<file path="src/rtl/mem_port_arbiter.sv">
// rtl/mem_port_arbiter.sv - fixed-priority (data over fetch) arbiter for one shared variable-latency memory.
// Optional fetch anti-starvation arbitration enabled by defining ARB_FAIR_EN.
module mem_port_arbiter #(
    parameter int ADDR_W       = 32,
    parameter int DATA_W       = 32,
    parameter int TIMEOUT      = 255,
    parameter int STARVE_LIMIT = 4
) (
    input  logic              clk,
    input  logic              rst_n,
    input  logic              if_req,
    input  logic [ADDR_W-1:0] if_addr,
    output logic              if_ack,
    output logic [DATA_W-1:0] if_rdata,
    input  logic              dm_req,
    input  logic              dm_we,
    input  logic [ADDR_W-1:0] dm_addr,
    input  logic [DATA_W-1:0] dm_wdata,
    output logic              dm_ack,
    output logic [DATA_W-1:0] dm_rdata,
    output logic              err,
    output logic              mem_req,
    output logic              mem_we,
    output logic [ADDR_W-1:0] mem_addr,
    output logic [DATA_W-1:0] mem_wdata,
    input  logic              mem_ready,
    input  logic [DATA_W-1:0] mem_rdata
);

    typedef enum logic [1:0] {IDLE, DM_ACC, IF_ACC, RESP} state_t;

    state_t     state, state_next;
    logic       grant_dm, grant_if, force_if, acc_done, timed_out;
    logic [7:0] tmo_cnt;

`ifdef ARB_FAIR_EN
    logic [2:0] starve_cnt;

    // Once data has won STARVE_LIMIT times over a waiting fetch, fetch takes the next slot.
    assign force_if = if_req && (starve_cnt >= 3'(STARVE_LIMIT));

    always_ff @(posedge clk or negedge rst_n) begin
        if (!rst_n) begin
            starve_cnt <= '0;
        end else if (grant_if) begin
            starve_cnt <= '0;
        end else if (grant_dm && if_req && (starve_cnt < 3'(STARVE_LIMIT))) begin
            starve_cnt <= starve_cnt + 3'd1;
        end
    end
`else
    assign force_if = 1'b0;
`endif

    always_ff @(posedge clk or negedge rst_n) begin
        if (!rst_n) begin
            state <= IDLE;
        end else begin
            state <= state_next;
        end
    end

    always_comb begin
        state_next = state;
        grant_dm   = 1'b0;
        grant_if   = 1'b0;
        acc_done   = 1'b0;
        timed_out  = 1'b0;
        case (state)
            IDLE: begin
                if (dm_req && !force_if) begin
                    grant_dm   = 1'b1;
                    state_next = DM_ACC;
                end else if (if_req) begin
                    grant_if   = 1'b1;
                    state_next = IF_ACC;
                end
            end
            DM_ACC, IF_ACC: begin
                if (mem_ready) begin
                    acc_done   = 1'b1;
                    state_next = RESP;
                end else if (tmo_cnt == 8'(TIMEOUT - 1)) begin
                    timed_out  = 1'b1;
                    state_next = RESP;
                end
            end
            RESP:    state_next = IDLE;
            default: state_next = IDLE;
        endcase
    end

    always_ff @(posedge clk or negedge rst_n) begin
        if (!rst_n) begin
            if_ack    <= 1'b0;
            if_rdata  <= '0;
            dm_ack    <= 1'b0;
            dm_rdata  <= '0;
            err       <= 1'b0;
            mem_req   <= 1'b0;
            mem_we    <= 1'b0;
            mem_addr  <= '0;
            mem_wdata <= '0;
            tmo_cnt   <= '0;
        end else begin
            if_ack <= 1'b0;
            dm_ack <= 1'b0;
            err    <= 1'b0;
            if (grant_dm || grant_if) begin
                mem_req  <= 1'b1;
                mem_we   <= grant_dm && dm_we;
                mem_addr <= grant_dm ? dm_addr : if_addr;
                if (grant_dm) begin
                    mem_wdata <= dm_wdata;
                end
                tmo_cnt <= '0;
            end
            if (acc_done || timed_out) begin
                mem_req <= 1'b0;
                err     <= timed_out;
                if (state == DM_ACC) begin
                    dm_ack   <= 1'b1;
                    dm_rdata <= timed_out ? '0 : mem_rdata;
                end else begin
                    if_ack   <= 1'b1;
                    if_rdata <= timed_out ? '0 : mem_rdata;
                end
            end else if (state == DM_ACC || state == IF_ACC) begin
                tmo_cnt <= tmo_cnt + 8'd1;
            end
        end
    end

endmodule

</file>
<file path="config.mk">
export PLATFORM = sky130hd
export DESIGN_NAME = mem_port_arbiter
export DESIGN_NICKNAME = d
export VERILOG_FILES = /design/src/rtl/mem_port_arbiter.sv
export SDC_FILE = /design/constraint.sdc
export NUM_CORES = 1
export LEC_CHECK = 0
export BUFFER_PORTS_ARGS = -buffer_cell sky130_fd_sc_hd__buf_4
export CAP_MARGIN = 20
export CELL_PAD_IN_SITES_DETAIL_PLACEMENT = 0
export CELL_PAD_IN_SITES_GLOBAL_PLACEMENT = 1
export CORE_ASPECT_RATIO = 0.75
export CORE_MARGIN = 4
export CORE_UTILIZATION = 38
export CTS_CLUSTER_DIAMETER = 50
export DETAILED_ROUTE_END_ITERATION = 8
export PLACE_DENSITY = 0.92
export SYNTH_ARGS = -nofsm -noshare
export SYNTH_HDL_FRONTEND = slang
export SYNTH_SLANG_ARGS = --single-unit
</file>
<file path="constraint.sdc">
create_clock -name clk -period 4 [get_ports clk]
set_clock_uncertainty 0.1 [all_clocks]
set_input_delay 0.2 -clock clk [delete_from_list [all_inputs] [get_ports clk]]
set_output_delay 0.2 -clock clk [all_outputs]
set_load 0.1 [all_outputs]
</file>
Yosys cells after proc, flatten, opt, wreduce, memory -nomap -nowiden
Cells that the tools add are included.
{ "totals": {"ff_bits": 143, "elab_cells": 57} }
{ "classes": {"addsub": 1, "n_eq_ne": 6, "n_bitwise": 1, "mux": 27, "n_reduce_logical": 11} }
{ "ops": {"columns": ["op", "n"], "rows": [
  ["$mux 32", 2],
  ["$mux 8", 3],
  ["$mux 1", 17],
  ["$add 8x1->8 const B", 1],
  ["$eq 8x8->1 const B", 1],
  ["$mux 2", 4],
  ["$reduce_and 2->1", 4],
  ["$ne 3x3->1 const B", 2],
  ["$pmux 2 s3", 1],
  ["$eq 2x2->1 const B", 2],
  ["$logic_or 1x1->1", 3],
  ["$eq 2x1->1 const B", 1],
  ["$logic_not 2->1", 1],
  ["$reduce_bool 2->1", 1],
  ["$reduce_or 2->1", 1],
  ["$logic_and 1x1->1", 1],
  ["$not 1->1", 1]
]} }

Depth between registers and ports, before layout
Gate-level depths: netlist of the first run.
{ "depth": {"word_depth": 7, "ltp_mapped": 8, "mapped_depth_nobuf": 6} }

Worst setup path before layout of the first run
OpenSTA, ideal clock, no wires.
{ "synth_path": {"path_type": "reg-to-reg", "from": "register state[0]", "to": "register tmo_cnt[2]", "arrival_ps": 1570, "n_path_buf": 2, "setup_slack_ps": 2212, "stages_incl_launch_ff": 9, "period_less_slack_ps": 1788, "required_time_ps": 3782, "path_cell_list": "dfrtp_1 inv_1 ha_1 buf_2 nand2b_1 o21bai_2 buf_4 mux2i_1 a21o_1"} }
{ "synth_via": {"elab_chain_cells": 6} }
{ "synth_rtl": {"columns": ["element", "line_no", "rtl"], "rows": [
  ["start, declared", "32", "state_t state, state_next;"],
  ["start signal, assigned", "59", "state <= state_next;"],
  ["$logic_not 2->1", "69", "case (state)"],
  ["$mux 1", "69", null],
  ["$logic_or 1x1->1", "109", "if (grant_dm || grant_if) begin"],
  ["$mux 8", "109", null],
  ["$mux 8", "128", "end else if (state == DM_ACC || state == IF_ACC) begin"],
  ["$mux 8 *", "118", "if (acc_done || timed_out) begin"],
  ["end signal, assigned", "129", "tmo_cnt <= tmo_cnt + 8'd1;"],
  ["end, declared", "34", "logic [7:0] tmo_cnt;"]
]} }
Every way passes the cells marked *; elsewhere a longest branch is shown, timed or not.
A chain may end at the register's enable or synchronous reset.

Worst setup path after layout of the first run
{ "layout_path": {"from": "register state[1]", "to": "register mem_addr[27]"} }
{ "layout_via": {"elab_chain_cells": 3} }
{ "layout_rtl": {"columns": ["element", "line_no", "rtl"], "rows": [
  ["$logic_not 2->1 *", "69", null],
  ["$mux 1", "69", null],
  ["$mux 32 or $logic_or 1x1->1 (tied branches)", "112, 109", null],
  ["end signal, assigned", "112", "mem_addr <= grant_dm ? dm_addr : if_addr;"],
  ["end, declared", "24", "output logic [ADDR_W-1:0] mem_addr,"]
]} }
Marks and branches as above.

==> results.md, run 1 <==
- Core Footprint: 14700 um2
- CTS clock-pin slew for the worst setup and hold paths: 60 ps
- Routed Wire Length: 17.6 mm
- Mapped Avg Cell Area: 13.3 um2
- Synthesized Nets: 573
- Crit-path cells: inv_1 -> ha_1 -> and2_4 -> mux2i_1 -> dlygate4sd3_1 -> o21ai_0
- FF/Latch Area: 3580 um2
- Delay-heaviest family, CP: simple AND/OR/NAND/NOR gates
- NumNets Final: 949
- Post-synthesis sequential area ratio: 62.0%
- Final slew viol count: 0
- Site row count: 38
- Area of the multi-input gates: 1980 um2
- GP Congestion: 0.754
- DR vias/cell: 4.94
- DPL Wire Length: 11.2 mm
- Post-CTS Setup Bufs: 0
- Vias: 5054
- RSZ-0062 raised after global routing: false
- Arr. time, crit path: 2890 ps
- Worst rel slew slack: 32.0%
- Total CTS buffers: 17
- H-tree depth: 4
- Largest net degree at the start of global routing: 106
- CTS sink cnt: 143
- Post-CTS sizing: 0
- Global route total overflow: 0
- CP Launch Type: register
- #FFs+latches synth: 143
- Most frequent cells in the layout: 267 x buf_4, 143 x dfrtp_1, 118 x dlygate4sd3_1
- Cells after Synth: 434
- Final Cycle Share: 67.6%
- CP max-delay cell: and2_4
- Starting Density: 39.3%
- Fill cell count: 1016
- HP Class: input pin to register
- Worst-margin pin slew: 1020 ps
- Global-route wire length before repair: 27.5 mm
- I/O pin cnt: 267
- Worst-Skew Late Latency: 410 ps
- Initial DRC count: 190
- Max FO, Critical Path: 65
- Flop2flop setup slack: 1300 ps
- Antenna Cells: 0
- Root Driver: clkbuf_16
- Tmin final: 2700 ps
- Final hold vios: 0
- WL per Instance: 17.2 um
- Synth Warn #: 0
- Post-route ant nets: 0
- GRT Overall Usage: 20.3%
- Post-synthesis instance area: 5770 um2
- Die H: 115 um
- Antenna violations before repair: 0
- Distinct cell type count after synthesis: 35
- PortBufs: 266
- 1st-pass router iterations: 4
- Clock Path Buffers: 2
- Setup CP Type: register to register
- Highest cell delay on the worst timing path: 780 ps
- Crit path buf inv count: 2
- CTS tree: yes
- Status: finished, final reports clean
- DIE AREA: 17200 um2
- Die width: 150 um
- Area growth syn-to-layout: 67.9%
- # setup viols final: 0
- Max Clk Rate: 370 MHz
- Setup TNS: 0 ps
- Most common cell after layout, fill and taps aside: buf_4
- Crit end category: register
- Max-cap viol count: 0
- Share of cells above drive strength 1: 41.8%
- Vias in the first global route: 5361
- DRC viols: 0
- Critical path required time: 4180 ps
[layout make-up]
type                       instances  area share, %
timing repair buffer             388           33.5
clock buffer                      18           4.53
sequential                       143           36.9
inverter                           8          0.310
multi-input combinational        252           20.4
tap                              200           2.58
clock inverter                    14           1.74
[final timing paths]
kind / startpoint / to / depth (start not counted)
worst min register to register: mem_addr[24]$_DFFE_PN0P_ / mem_addr[24]$_DFFE_PN0P_ / 2
worst min-delay path: dm_addr[10] / mem_addr[10]$_DFFE_PN0P_ / 3
min in group asynchronous: rst_n / dm_rdata[21]$_DFFE_PN0P_ / 2
worst max-delay path: state[1]$_DFFE_PN0P_ / mem_addr[27]$_DFFE_PN0P_ / 6
max in group asynchronous: rst_n / mem_wdata[16]$_DFFE_PN0P_ / 3
worst max register to register: state[1]$_DFFE_PN0P_ / mem_addr[27]$_DFFE_PN0P_ / 6
[metrics by stage]
| stage | instance area [um2] | setup slack, ps | utilization (%) | cells | hold WS [ps] |
|---|---|---|---|---|---|
| 4_1_cts | 9670 | 1270 | 65.8 | 1022 | 0.786 |
| 6_report | 9690 | 1300 | 66.0 | 1023 | 11.4 |
| 2_1_floorplan | 5770 | 2210 | - | 434 | -196 |
| 3_3_place_gp | 7860 | 1660 | 53.5 | 871 | 256 |
| 5_1_grt | 9690 | 1110 | 66.0 | 1023 | 21.4 |
| 3_5_place_dp | 7880 | 1680 | 53.7 | 872 | 281 |
[what timing repair did]
item,in CTS,in global routing
endpoints found under the setup margin,0,0
hold buffers,118,0
hold endpoints to repair,230,0
[sequential cells by signal, summed over array words and instances (netlist names)]
name and flops:
dm_ack 1, dm_rdata 32, err 1, if_ack 1, if_rdata 32, mem_addr 32
mem_req 1, mem_wdata 32, mem_we 1, state 2, tmo_cnt 8
[cells in the mapped netlist]
cell | n | area share, %
nor2_1 | 2 | 0.13
and2_1 | 2 | 0.22
ha_1 | 5 | 1.1
nand4_4 | 1 | 0.37
a21o_1 | 2 | 0.26
o221ai_1 | 1 | 0.15
buf_6 | 6 | 1.2
xor2_1 | 1 | 0.15
nand3_4 | 1 | 0.30
nor3_1 | 3 | 0.26
o21bai_4 | 1 | 0.33
o21ai_0 | 36 | 3.1
nand4_1 | 1 | 0.11
a31o_1 | 3 | 0.46
inv_1 | 7 | 0.46
nand2_1 | 36 | 2.3
buf_4 | 4 | 0.52
clkbuf_1 | 11 | 0.72
a22o_1 | 66 | 10
inv_2 | 1 | 0.065
o21bai_2 | 1 | 0.20
nand3_1 | 8 | 0.69
buf_2 | 10 | 0.87
nand3b_1 | 1 | 0.13
nand2b_1 | 1 | 0.11
mux2_2 | 33 | 6.4
mux2i_1 | 33 | 5.7
o22ai_1 | 1 | 0.11
or3_1 | 3 | 0.33
and3_1 | 1 | 0.11
nand3b_4 | 1 | 0.35
a22oi_1 | 1 | 0.13
o21ai_1 | 2 | 0.17
dfrtp_1 | 143 | 62
a21oi_1 | 5 | 0.43
[cell families after synthesis]
logic type | synth area share, %
DFF | 62.0
adders and majority gates | 1.08
xor gates and xnor gates | 0.152
buffers and inverters | 3.79
AOI/OAI and AO/OA | 15.4
muxes | 12.2
and+or+nand+nor | 5.44
[worst reg2reg max path: stages, from the launching register on]
cell,delay (ps)
dfrtp_1,380
inv_1,130
ha_1,190
and2_4,780
mux2i_1,350
dlygate4sd3_1,570
o21ai_0,80
[routing by layer]
metal	vias to the layer above	part of all wire [%]	GRT usage, %
met5	-	0	0
met4	0	2.9	8.10
met3	42	7.7	5.59
met2	219	51	36.0
met1	2449	38	23.3
li1	2344	-	-
Power of run 1 is not shown: default switching activity piles up to over one toggle a cycle in this logic, so the estimate is an artifact.
==> inputs of run 2 (changes only) <==
- CORE_UTILIZATION: 38 -> 36
- PLACE_DENSITY: 0.92 -> 0.88
- clock period: 4 -> 2.58 ns (I/O delays scaled with it)
==> results.md, run 2 (same netlist as run 1, synthesis figures left out) <==
- Status: finished, final reports clean
- Final worst setup slack: 225 ps
- Worst-Skew Late Latency: 410 ps
- DIE AREA: 18100 um2
- Final slew viol count: 0
- Crit-path cells: inv_1 -> ha_1 -> and2_4 -> buf_4 -> mux2i_1 -> dlygate4sd3_1 -> o21ai_0
- Clock Path Buffers: 2
- Setup TNS: 0 ps
- # setup viols final: 0
- Delay-heaviest family, CP: buffers and inverters
- WL per Instance: 17.2 um
- DPL Wire Length: 11.4 mm
- Core Footprint: 15500 um2
- CTS tree: yes
- Worst-margin pin slew: 679 ps
- Final hold vios: 0
- Area of the multi-input gates: 1980 um2
- CTS clock-pin slew for the worst setup and hold paths: 60 ps
- Post-CTS sizing: 0
- Post-route ant nets: 0
- Vias: 5041
- Critical path required time: 2760 ps
- Largest net degree at the start of global routing: 76
- I/O pin cnt: 267
- RSZ-0062 raised after global routing: false
- PortBufs: 266
- GRT Overall Usage: 19.4%
- Final instance area: 9830 um2
- Initial DRC count: 328
- Antenna Cells: 0
- Total CTS buffers: 17
- Crit path buf inv count: 3
- Tmin final: 2350 ps
- Die H: 118 um
- Highest cell delay on the worst timing path: 580 ps
- Starting Density: 37.3%
- Area growth syn-to-layout: 70.4%
- Antenna violations before repair: 0
- HP Class: input pin to register
- Worst rel slew slack: 54.7%
- Layout Cells excl Fill: 1047
- DR vias/cell: 4.81
- Max-cap viol count: 0
- Placed Area: 7940 um2
- Vias in the first global route: 5406
- Pre-CTS setup slack: 523 ps
- NumNets Final: 968
- Global route total overflow: 0
- Most common cell after layout, fill and taps aside: buf_4
- CP max-delay cell: dlygate4sd3_1
- Setup CP Type: register to register
- CP Launch Type: register
- CTS sink cnt: 143
- FF/Latch Area: 3580 um2
- GP Congestion: 0.777
- Die width: 154 um
- Crit end category: register
- Max Clk Rate: 425 MHz
- Placed cell count: 883
- Fill cell count: 1139
- H-tree depth: 4
- Most frequent cells in the layout: 272 x buf_4, 143 x dfrtp_1, 132 x dlygate4sd3_1
- DRC viols: 0
- Final Cycle Share: 91.3%
- Arr. time, crit path: 2530 ps
- Global-route wire length before repair: 28.6 mm
- 1st-pass router iterations: 4
- Share of cells above drive strength 1: 41.4%
- Routed Wire Length: 18.0 mm
- Max FO, Critical Path: 26
- Site row count: 39
- Root Driver: clkbuf_16
-- run 2: cell count changes in the layout (fill, tap and decap cells not counted), moves of 2 or more --
cell / change
dlygate4sd3_1: +14
clkinv_8: +2
buf_4: +5
bufinv_16: -2
-- run 2: through the flow --
| stage | hold slack (ps) | util (%) |
|---|---|---|
| CTS | 45.2 | 63.6 |
| global placement | 85.2 | 51.3 |
| finish | 58.4 | 63.6 |
| detailed placement | 93.0 | 51.3 |
| floorplan | -267 | - |
| global route | 86.9 | 63.6 |
-- run 2: layer usage --
metal	track usage, %	wire, um
met5	0	0
met4	5.46	341
met1	23.1	7020
met2	35.0	9540
met3	4.37	1110
-- run 2: final timing paths --
check                                         start                        to  slack, ps  depth (start not counted)
setup / recovery               state[1]$_DFFE_PN0P_  mem_addr[29]$_DFFE_PN0P_        230                          7
hold / removal                               if_req      state[1]$_DFFE_PN0P_         60                          4
setup reg to reg               state[1]$_DFFE_PN0P_  mem_addr[29]$_DFFE_PN0P_        230                          7
hold reg to reg            mem_addr[25]$_DFFE_PN0P_  mem_addr[25]$_DFFE_PN0P_        380                          2
max in group asynchronous                     rst_n      state[0]$_DFFE_PN0P_       1400                          3
min in group asynchronous                     rst_n  if_rdata[26]$_DFFE_PN0P_        220                          2
-- run 2: layout make-up --
| cell class | count | area share, % |
|---|---|---|
| multi-input cells | 252 | 20.1 |
| clock inverters | 15 | 1.51 |
| well taps | 205 | 2.61 |
| clock buffers | 17 | 4.33 |
| flip-flops and latches | 143 | 36.4 |
| repair buffers | 407 | 34.7 |
| inverters | 8 | 0.305 |
-- run 2: what timing repair did --
| item | in CTS | in global routing |
|---|---|---|
| hold buffers | 132 | 0 |
| setup buffers | 0 | 0 |
| endpoints found under the hold margin | 205 | 0 |
-- run 2: worst reg2reg max path: stages (launching register included) --
cell and delay [ps]:
dfrtp_1 390, inv_1 130, ha_1 190, and2_4 170, buf_4 330, mux2i_1 260, dlygate4sd3_1 580, o21ai_0 80
Power of run 2 is left out for the same reason.
